$ cat src/rtl/mdu_iter.sv
// Iterative multiply/divide unit: radix-2 shift-add multiply, restoring divide, start/done handshake.
// Optional macro MDU_EARLY_TERM_EN: multiply stops once the remaining multiplier bits are all zero.
module mdu_iter #(
    parameter int WIDTH = 32
) (
    input  logic             clk,
    input  logic             reset,
    input  logic             start,
    input  logic             op_div,
    input  logic             op_sign,
    input  logic [WIDTH-1:0] a,
    input  logic [WIDTH-1:0] b,
    output logic             busy,
    output logic             done,
    output logic             div_zero,
    output logic [WIDTH-1:0] hi,
    output logic [WIDTH-1:0] lo
);

    localparam int CW = $clog2(WIDTH);
    localparam logic [CW-1:0] CNT_LAST = CW'(WIDTH - 1);

    typedef enum logic [1:0] {IDLE, MUL, DIV, FIN} state_t;

    state_t             state;
    logic [CW-1:0]      cnt;
    logic               neg_res;
    logic               neg_rem;
    logic [2*WIDTH-1:0] prod;
    logic [2*WIDTH-1:0] mcand;
    logic [WIDTH-1:0]   sreg;
    logic [WIDTH-1:0]   dsor;
    logic [WIDTH:0]     rem;

    logic [WIDTH-1:0]   mag_a;
    logic [WIDTH-1:0]   mag_b;
    logic [2*WIDTH-1:0] prod_next;
    logic [2*WIDTH-1:0] prod_fix;
    logic [WIDTH+1:0]   trial;
    logic               q_bit;
    logic [WIDTH:0]     rem_next;
    logic [WIDTH-1:0]   quo_next;
    logic [WIDTH-1:0]   rem_low;
    logic [WIDTH-1:0]   quo_fix;
    logic [WIDTH-1:0]   rem_fix;
    logic               mul_last;
    logic               div_last;

    // Operand magnitudes; abs of MIN wraps to 2^(WIDTH-1), which is the correct unsigned magnitude.
    assign mag_a = (op_sign && a[WIDTH-1]) ? -a : a;
    assign mag_b = (op_sign && b[WIDTH-1]) ? -b : b;

    // Multiply: sreg holds the remaining multiplier bits, mcand the multiplicand shifted into place.
    assign prod_next = prod + (sreg[0] ? mcand : '0);
    assign prod_fix  = neg_res ? -prod_next : prod_next;

    // Divide: sreg shifts the dividend out at the top while quotient bits enter at the bottom.
    assign trial    = {rem, sreg[WIDTH-1]} - {2'b00, dsor};
    assign q_bit    = ~trial[WIDTH+1];
    assign rem_next = q_bit ? trial[WIDTH:0] : {rem[WIDTH-1:0], sreg[WIDTH-1]};
    assign quo_next = {sreg[WIDTH-2:0], q_bit};
    assign rem_low  = rem_next[WIDTH-1:0];
    assign quo_fix  = neg_res ? -quo_next : quo_next;
    assign rem_fix  = neg_rem ? -rem_low : rem_low;

`ifdef MDU_EARLY_TERM_EN
    assign mul_last = (cnt == CNT_LAST) || (sreg[WIDTH-1:1] == '0);
`else
    assign mul_last = (cnt == CNT_LAST);
`endif
    assign div_last = (cnt == CNT_LAST);

    // The final iteration feeds sign correction directly, so hi/lo/done are valid throughout FIN.
    always_ff @(posedge clk or negedge reset) begin
        if (!reset) begin
            state    <= IDLE;
            cnt      <= '0;
            neg_res  <= 1'b0;
            neg_rem  <= 1'b0;
            prod     <= '0;
            mcand    <= '0;
            sreg     <= '0;
            dsor     <= '0;
            rem      <= '0;
            busy     <= 1'b0;
            done     <= 1'b0;
            div_zero <= 1'b0;
            hi       <= '0;
            lo       <= '0;
        end else begin
            // NOTE: non-blocking assignments keep every register reading pre-edge values.
            case (state)
                IDLE: begin
                    if (start) begin
                        cnt      <= '0;
                        div_zero <= 1'b0;
                        neg_res  <= op_sign && (a[WIDTH-1] ^ b[WIDTH-1]);
                        neg_rem  <= op_sign && a[WIDTH-1];
                        if (op_div) begin
                            if (b == '0) begin
                                state    <= FIN;
                                done     <= 1'b1;
                                div_zero <= 1'b1;
                            end else begin
                                state <= DIV;
                                busy  <= 1'b1;
                                sreg  <= mag_a;
                                dsor  <= mag_b;
                                rem   <= '0;
                            end
                        end else begin
                            state <= MUL;
                            busy  <= 1'b1;
                            prod  <= '0;
                            mcand <= {{WIDTH{1'b0}}, mag_a};
                            sreg  <= mag_b;
                        end
                    end
                end
                MUL: begin
                    prod  <= prod_next;
                    mcand <= mcand << 1;
                    sreg  <= sreg >> 1;
                    cnt   <= cnt + 1'b1;
                    if (mul_last) begin
                        {hi, lo} <= prod_fix;
                        busy     <= 1'b0;
                        done     <= 1'b1;
                        state    <= FIN;
                    end
                end
                DIV: begin
                    rem  <= rem_next;
                    sreg <= quo_next;
                    cnt  <= cnt + 1'b1;
                    if (div_last) begin
                        lo    <= quo_fix;
                        hi    <= rem_fix;
                        busy  <= 1'b0;
                        done  <= 1'b1;
                        state <= FIN;
                    end
                end
                FIN: begin
                    done     <= 1'b0;
                    div_zero <= 1'b0;
                    state    <= IDLE;
                end
                default: state <= IDLE;
            endcase
        end
    end

endmodule
$ cat config.mk
export PLATFORM = sky130hd
export DESIGN_NAME = mdu_iter
export DESIGN_NICKNAME = d
export VERILOG_FILES = /design/src/rtl/mdu_iter.sv
export SDC_FILE = /design/constraint.sdc
export NUM_CORES = 1
export LEC_CHECK = 0
export CAP_MARGIN = 0
export CORE_ASPECT_RATIO = 1.25
export CORE_MARGIN = 2
export CORE_UTILIZATION = 41
export CTS_BUF_LIST = sky130_fd_sc_hd__clkbuf_4 sky130_fd_sc_hd__clkbuf_8 sky130_fd_sc_hd__clkbuf_16
export DETAILED_ROUTE_END_ITERATION = 10
export PLACE_DENSITY = 0.63
export SLEW_MARGIN = 20
export SYNTH_ARGS = -nofsm -noshare
export SYNTH_HDL_FRONTEND = slang
export SYNTH_SLANG_ARGS = --single-unit
export TNS_END_PERCENT = 100
$ cat constraint.sdc
create_clock -name clk -period 6.02 [get_ports clk]
set_input_delay 0.602 -clock clk [delete_from_list [all_inputs] [get_ports clk]]
set_output_delay 0.602 -clock clk [all_outputs]
set_load 0.02 [all_outputs]
==> results_dict.tcl, run 1 <==
set metrics [dict create \
    status "complete, no violations" \
    yosysSeqAreaShare_pct 29.80 \
    end_kind "flop" \
    worst_ep_required_time_ns 6.42 \
    cp_slowest_cell "o311ai_0" \
    crit_fanout 65 \
    comb_power_share_pct 54.9 \
    via_per_inst 5.984 \
    yosysWarnings 0 \
    clock-sinks 301 \
    antenna_found_initial 0 \
    grt_usage_pct 27.08 \
    synthesis.nets 3405 \
    fin_nets 3407 \
    portBuffers 135 \
    drv_cap 0 \
    holdCritPathClass "in -> async" \
    max_freq_mhz 179.3 \
    p_sw_w 0.005512 \
    startpoint_type "flop" \
    grt_max_degree 129 \
    seqPwrFrac_pct 25.1 \
    syn_avg_cell_area_sq_um 7.830 \
    ys_seq_elements 301 \
    wl_per_cell_um 21.44 \
    firstDrtPassIters 6 \
    netSwitchingFraction_pct 47.71 \
    path_clk_slew_ns 0.06 \
    worst_pin_slew_ns 1.057 \
    place.gp.congestion 0.9789 \
    first_global_vias 22860 \
    post-cts-setup-buffer-count 0 \
    ys_types 94 \
    synth_edf_count 0 \
    synthTopCellsByCount "nand2_1 (441), o21ai_0 (357), dfrtp_1 (301), nor2_1 (242), a21oi_1 (214)" \
    num_rows 101 \
    htreeDepth 2 \
    drive_above_1_share_pct 4.579 \
    core_sq_mm 0.06091 \
    ir_drop_mv 0.3212 \
    postRouteAntennaNets 0 \
    relSlewSlack_pct 29.56 \
    critPathTopFamily "compound AO/OA/AOI/OAI gates" \
    finalSetupViolCount 0 \
    drt_iter0_drc 2337 \
    hpwl_um 67150 \
    slew_viol_final 0 \
    netlist_instances 3228 \
    power.internal_w 0.006041 \
    criticalPathCategory "reg -> reg" \
    cts-root-buf "clkbuf_16" \
    p_clk_share_pct 20.0 \
    p_leak_nw 12.11 \
    crit_buf_inv 1 \
    rsz0062_at_grt "false" \
    grt_pass1_wl_um 134400 \
    synth_top_cell_area_share_pct 29.80 \
    drt_wl_total_um 87450 \
    async_reset_ff_share_pct 100.0 \
    numCtsBuffers 34 \
    grt_overflow 0 \
    skew_ns 0.02147 \
    slowest_delay_ns 0.52 \
    setup_slack_ns 0.4442 \
    yosys_most_used_dff "dfrtp_1" \
    fp.dieH_um 281.6 \
    clk_latency_ns 0.55 \
    synth.area.top_cells "dfrtp_1 (30%), o21ai_0 (7.1%), nand2_1 (6.5%)" \
    antenna_cells 0 \
    cp_cell_sequence "buf_12 > and2_1 > ha_1 > a21oi_1 > o21ai_1 > a22o_1 > o311ai_0 > a221oi_1 > a221oi_2 > or3b_1 > nor4_2 > nand3_1 > o41ai_1 > xor2_1 > o221ai_1" \
    syn_area_sq_mm 0.02528 \
    setup.worst_path.start "sreg[0]" \
    cts_tree "done" \
    start_util_pct 41.50 \
    stdcell_count 4078 \
    synthToLayoutAreaGrowth_pct 12.54 \
    period_needed_ns 5.576 \
    pin_count 136 \
    min_period_over_period_pct 92.62 \
    pwr_density_cell_mw_per_mm2 406.2 \
    dp_cells 4017 \
    pre_cts_slack_ns 0.3581 \
    fp.dieW_um 226.1 \
    tns_ns 0 \
    cts_hold_buf 0 \
    drcViolationCount 0 \
    vias 24400 \
    yosysTopAreaCell "dfrtp_1" \
    arrival_ns 5.98 \
    r2r_start "sreg[0]" \
    die_area_sq_mm 0.06366 \
    synth.most_common_cell "nand2_1" \
    finalHoldViolCount 0 \
    filler_cell_count 6151 \
    cts_buffer_depth 3 \
]
## metal layers
metal  vias to the layer above  wire length [um]  GRT usage [%]
li1                      11730                 -              -
met1                     11730             38990          36.88
met2                       803             39730          43.65
met3                       146              4489          2.480
met4                         0              4241          12.23
met5                         -                 0              0
## placed cells by master (no fill, tap or decap), types with 48 or more instances in the layout
master / n
and2_1: 97
xor2_1: 121
clkdlybuf4s50_1: 134
o31ai_1: 50
nand3_1: 51
o21ai_0: 356
a22o_1: 64
nand2_1: 440
mux2i_1: 87
dfrtp_1: 300
ha_1: 104
nand4_1: 48
nor2_1: 241
nor3_1: 59
inv_1: 83
xnor2_1: 113
a21oi_1: 214
## registers in the layout, summed over array words and instances, names as in the netlist
register and flops:
neg_res 1, done 1, cnt 5, prod 64, busy 1, neg_rem 1, sreg 32, state 2
lo 32, dsor 32, hi 32, mcand 64, rem 33, div_zero 1
## path summary, 6_finish.rpt
path / end / slack (ns) / cells past startpoint
setup / recovery: hi[31] / 0.44 / 15
hold / removal: mcand[9] / 0.08 / 1
setup reg to reg: hi[31] / 0.44 / 15
hold reg to reg: lo[29] / 0.48 / 2
max in group asynchronous: hi[5] / 4.51 / 2
min in group clk: lo[29] / 0.48 / 2
## cells by family (layout without fill, tap and decap cells)
family	count (synthesis)	after routing	share of synthesized area, %
simple gates	1144	1144	21.58
compound gates	1054	1054	26.76
flops	301	301	29.80
buf+inv	290	316	4.460
xor+xnor	234	234	8.109
fa+ha+maj	108	108	5.406
mux	97	97	3.886
## what timing repair did
action,CTS,global route
resized for setup,0,2
setup endpoints to repair,0,11
hold endpoints to repair,0,0
## power groups by stage
| stage | clock network (W) | logic (W) | registers [W] |
|---|---|---|---|
| after floorplan | 0 | 0.00456 | 0.00271 |
| after global placement | 0 | 0.00620 | 0.00292 |
| after detailed placement | 0 | 0.00624 | 0.00291 |
| after CTS | 0.00236 | 0.00626 | 0.00288 |
| after global routing | 0.00242 | 0.00693 | 0.00295 |
| final | 0.00231 | 0.00634 | 0.00290 |
## stage by stage
| stage | total power, W | instance area, sq um | hold WS (ns) | util, % |
|---|---|---|---|---|
| after global routing | 0.01230 | 28440 | 0.1602 | 46.70 |
| after detailed placement | 0.009148 | 27200 | 0.4697 | 44.66 |
| after CTS | 0.01150 | 28420 | 0.1408 | 46.66 |
| after floorplan | 0.007271 | 25280 | 0.3064 | - |
| after global placement | 0.009121 | 27200 | 0.4616 | 44.66 |
| final | 0.01155 | 28440 | 0.07688 | 46.70 |
## cell type report
class,instances,area [sq um],share of cell area [%]
Inverter,84,315.3,1.108
Clock buffer,45,1001,3.519
Multi-Input combinational cell,2637,16680,58.63
Clock inverter,15,215.2,0.7566
Timing Repair Buffer,172,1672,5.877
Sequential cell,301,7533,26.48
Tap cell,824,1031,3.625
No activity file was read; power rests on OpenSTA's default activity.
==> run 2: changes to the inputs <==
Settings changed: ABC_AREA set to 1, REMOVE_ABC_BUFFERS set to 1.
==> results_dict.tcl, run 2 <==
set metrics [dict create \
    async_reset_ff_share_pct 100.0 \
    postRouteAntennaNets 0 \
    grt_pass1_wl_um 166800 \
    ys_seq_elements 301 \
    path_clk_slew_ns 0.06 \
    portBuffers 135 \
    die_area_sq_mm 0.07147 \
    wl_per_cell_um 18.90 \
    layout_commonest_cell "nand2_1" \
    crit_fanout 28 \
    synth.most_common_cell "nand2_1" \
    numCtsBuffers 38 \
    hpwl_um 86340 \
    start_util_pct 41.55 \
    yosysSeqAreaShare_pct 26.50 \
    holdCritPathClass "in -> async" \
    startpoint_type "flop" \
    drcViolationCount 0 \
    skew_ns 0.01430 \
    post-cts-setup-buffer-count 0 \
    cts_hold_buf 0 \
    period_needed_ns 4.888 \
    fin_nets 4935 \
    pre_cts_slack_ns 1.201 \
    first_global_vias 28680 \
    synth_edf_count 0 \
    synth_top_cell_area_share_pct 26.50 \
    drv_cap 0 \
    via_per_inst 5.270 \
    finalHoldViolCount 0 \
    criticalPathCategory "reg -> reg" \
    worst_pin_slew_ns 1.254 \
    yosys_most_used_dff "dfrtp_1" \
    grt_usage_pct 30.14 \
    place.gp.congestion 0.9411 \
    vias 30100 \
    setup_slack_ns 1.132 \
    syn_avg_cell_area_sq_um 6.044 \
    layout_common_cells "nand2_1 (1554), inv_1 (760), nor2_1 (406)" \
    arrival_ns 5.33 \
    worst_ep_required_time_ns 6.47 \
    post-route-util_pct 46.62 \
    clock-sinks 301 \
    relSlewSlack_pct 15.49 \
    postCtsResizedCells 0 \
    fp.dieW_um 239.5 \
    pin_count 136 \
    drt_iter0_drc 2608 \
    fp.dieH_um 298.4 \
    synthTopCellsByCount "nand2_1 (1555), inv_1 (761), nor2_1 (407), nand3_1 (358), dfrtp_1 (301)" \
    cts_buffer_depth 3 \
    rr_worst_depth 22 \
    htreeDepth 2 \
    grt_overflow 0 \
    ys_types 63 \
    antenna_found_initial 2 \
    synthToLayoutAreaGrowth_pct 12.19 \
    tns_ns 0 \
    num_rows 107 \
    drt_wl_total_um 107900 \
    pwr_density_cell_mw_per_mm2 575.5 \
    min_period_over_period_pct 81.20 \
    grt_max_degree 112 \
    largestRegisters "mcand x64, prod x64, rem x33" \
    multiInputGateArea_sq_mm 0.01725 \
    antenna_cells 0 \
    yosysWarnings 0 \
    cts_tree "done" \
    core_sq_mm 0.06841 \
    netlist_instances 4703 \
    cts-root-buf "clkbuf_16" \
    seq_area_sq_mm 0.007537 \
    end_kind "flop" \
    slew_viol_final 0 \
    fin_total_pwr_w 0.01835 \
    firstDrtPassIters 5 \
    p_leak_nw 17.12 \
    filler_cell_count 7299 \
    clk_latency_ns 0.57 \
    rsz0062_at_grt "false" \
    synth.area.top_cells "dfrtp_1 (26%), nand2_1 (21%), inv_1 (10%)" \
    max_freq_mhz 204.6 \
    syn_area_sq_mm 0.02843 \
    finalSetupViolCount 0 \
    ir_drop_mv 0.3599 \
    status "complete, no violations" \
    yosysTopAreaCell "dfrtp_1" \
    drive_above_1_share_pct 6.603 \
]
==> run 2: changes by cell type after synthesis, sizes merged, moves of 43 or more <==
cell	previous run	this run
a21o	46	3
a21oi	216	160
a22o	64	0
and2	100	2
clkbuf	168	101
inv	84	782
mux2i	88	0
nand2	441	1647
nand3	51	385
nor2	242	453
o21ai	376	279
o22ai	7	69
xnor2	113	25
xor2	121	56
==> run 2: per-layer routing <==
metal / track usage [%] / vias to the layer above / wire length (um)
met5: 0 / - / 0
met2: 49.35 / 968 / 49980
li1: - / 15000 / -
met1: 39.98 / 13960 / 46700
met4: 13.94 / 0 / 5528
met3: 2.993 / 178 / 5744
==> run 2: path summary, 6_finish.rpt <==
| check | end | startpoint | slack (ns) |
|---|---|---|---|
| min in group clk | hi[28] | hi[28] | 0.48 |
| setup / recovery | lo[28] | rem[21] | 1.13 |
| max in group asynchronous | dsor[22] | reset | 4.46 |
| setup reg to reg | lo[28] | rem[21] | 1.13 |
| hold reg to reg | hi[28] | hi[28] | 0.48 |
| hold / removal | div_zero | reset | 0.03 |
==> run 2: cells by family (layout without fill, tap and decap cells) <==
group,after synthesis,in the layout,synth area share (%)
buffers and inverters,937,1020,12.93
and+or+nand+nor,2619,2619,39.92
DFF,301,301,26.50
adders and majority gates,108,108,4.807
xor gates and xnor gates,81,81,2.549
AOI/OAI and AO/OA,657,657,13.30
==> run 2: area by class of cell <==
cell class / count / area share, %
multi-input combinational: 3465 / 54.09
sequential: 301 / 23.63
inverter: 794 / 9.345
timing repair buffer: 158 / 4.833
tap: 926 / 3.633
clock buffer: 50 / 3.515
clock inverter: 18 / 0.9534
==> run 2: report_power, final <==
group | switching (W) | internal [W]
logic | 0.00904 | 0.00368
registers | 0.000430 | 0.00253
clock network | 0.00102 | 0.00165
==> run 2: through the flow <==
stage / hold WS (ns) / cells / cell area (sq um)
3_3_place_gp: 0.4637 / 5644 / 30470
6_report: 0.03405 / 5712 / 31890
5_1_grt: 0.09859 / 5712 / 31890
4_1_cts: 0.1507 / 5712 / 31890
2_1_floorplan: 0.3064 / 4560 / 27730
3_5_place_dp: 0.4687 / 5644 / 30470
==> run 2: critical path, cell delays in order (launching register included) <==
cell and delay (ns):
dfrtp_1 0.41, ha_1 0.37, a21oi_1 0.29, o21ai_2 0.11, inv_2 0.06, nand2_2 0.06, a21oi_4 0.24, nand3_4 0.28
nand2_8 0.32, ha_1 0.21, inv_1 0.05, nor3_1 0.25, nand3_1 0.15, nor3_1 0.31, nand3_1 0.17, nor4_1 0.49
nand2_1 0.14, o21ai_0 0.27, o21ai_0 0.16, o21ai_0 0.18, a21oi_1 0.06, nor2_1 0.12, a21oi_1 0.08
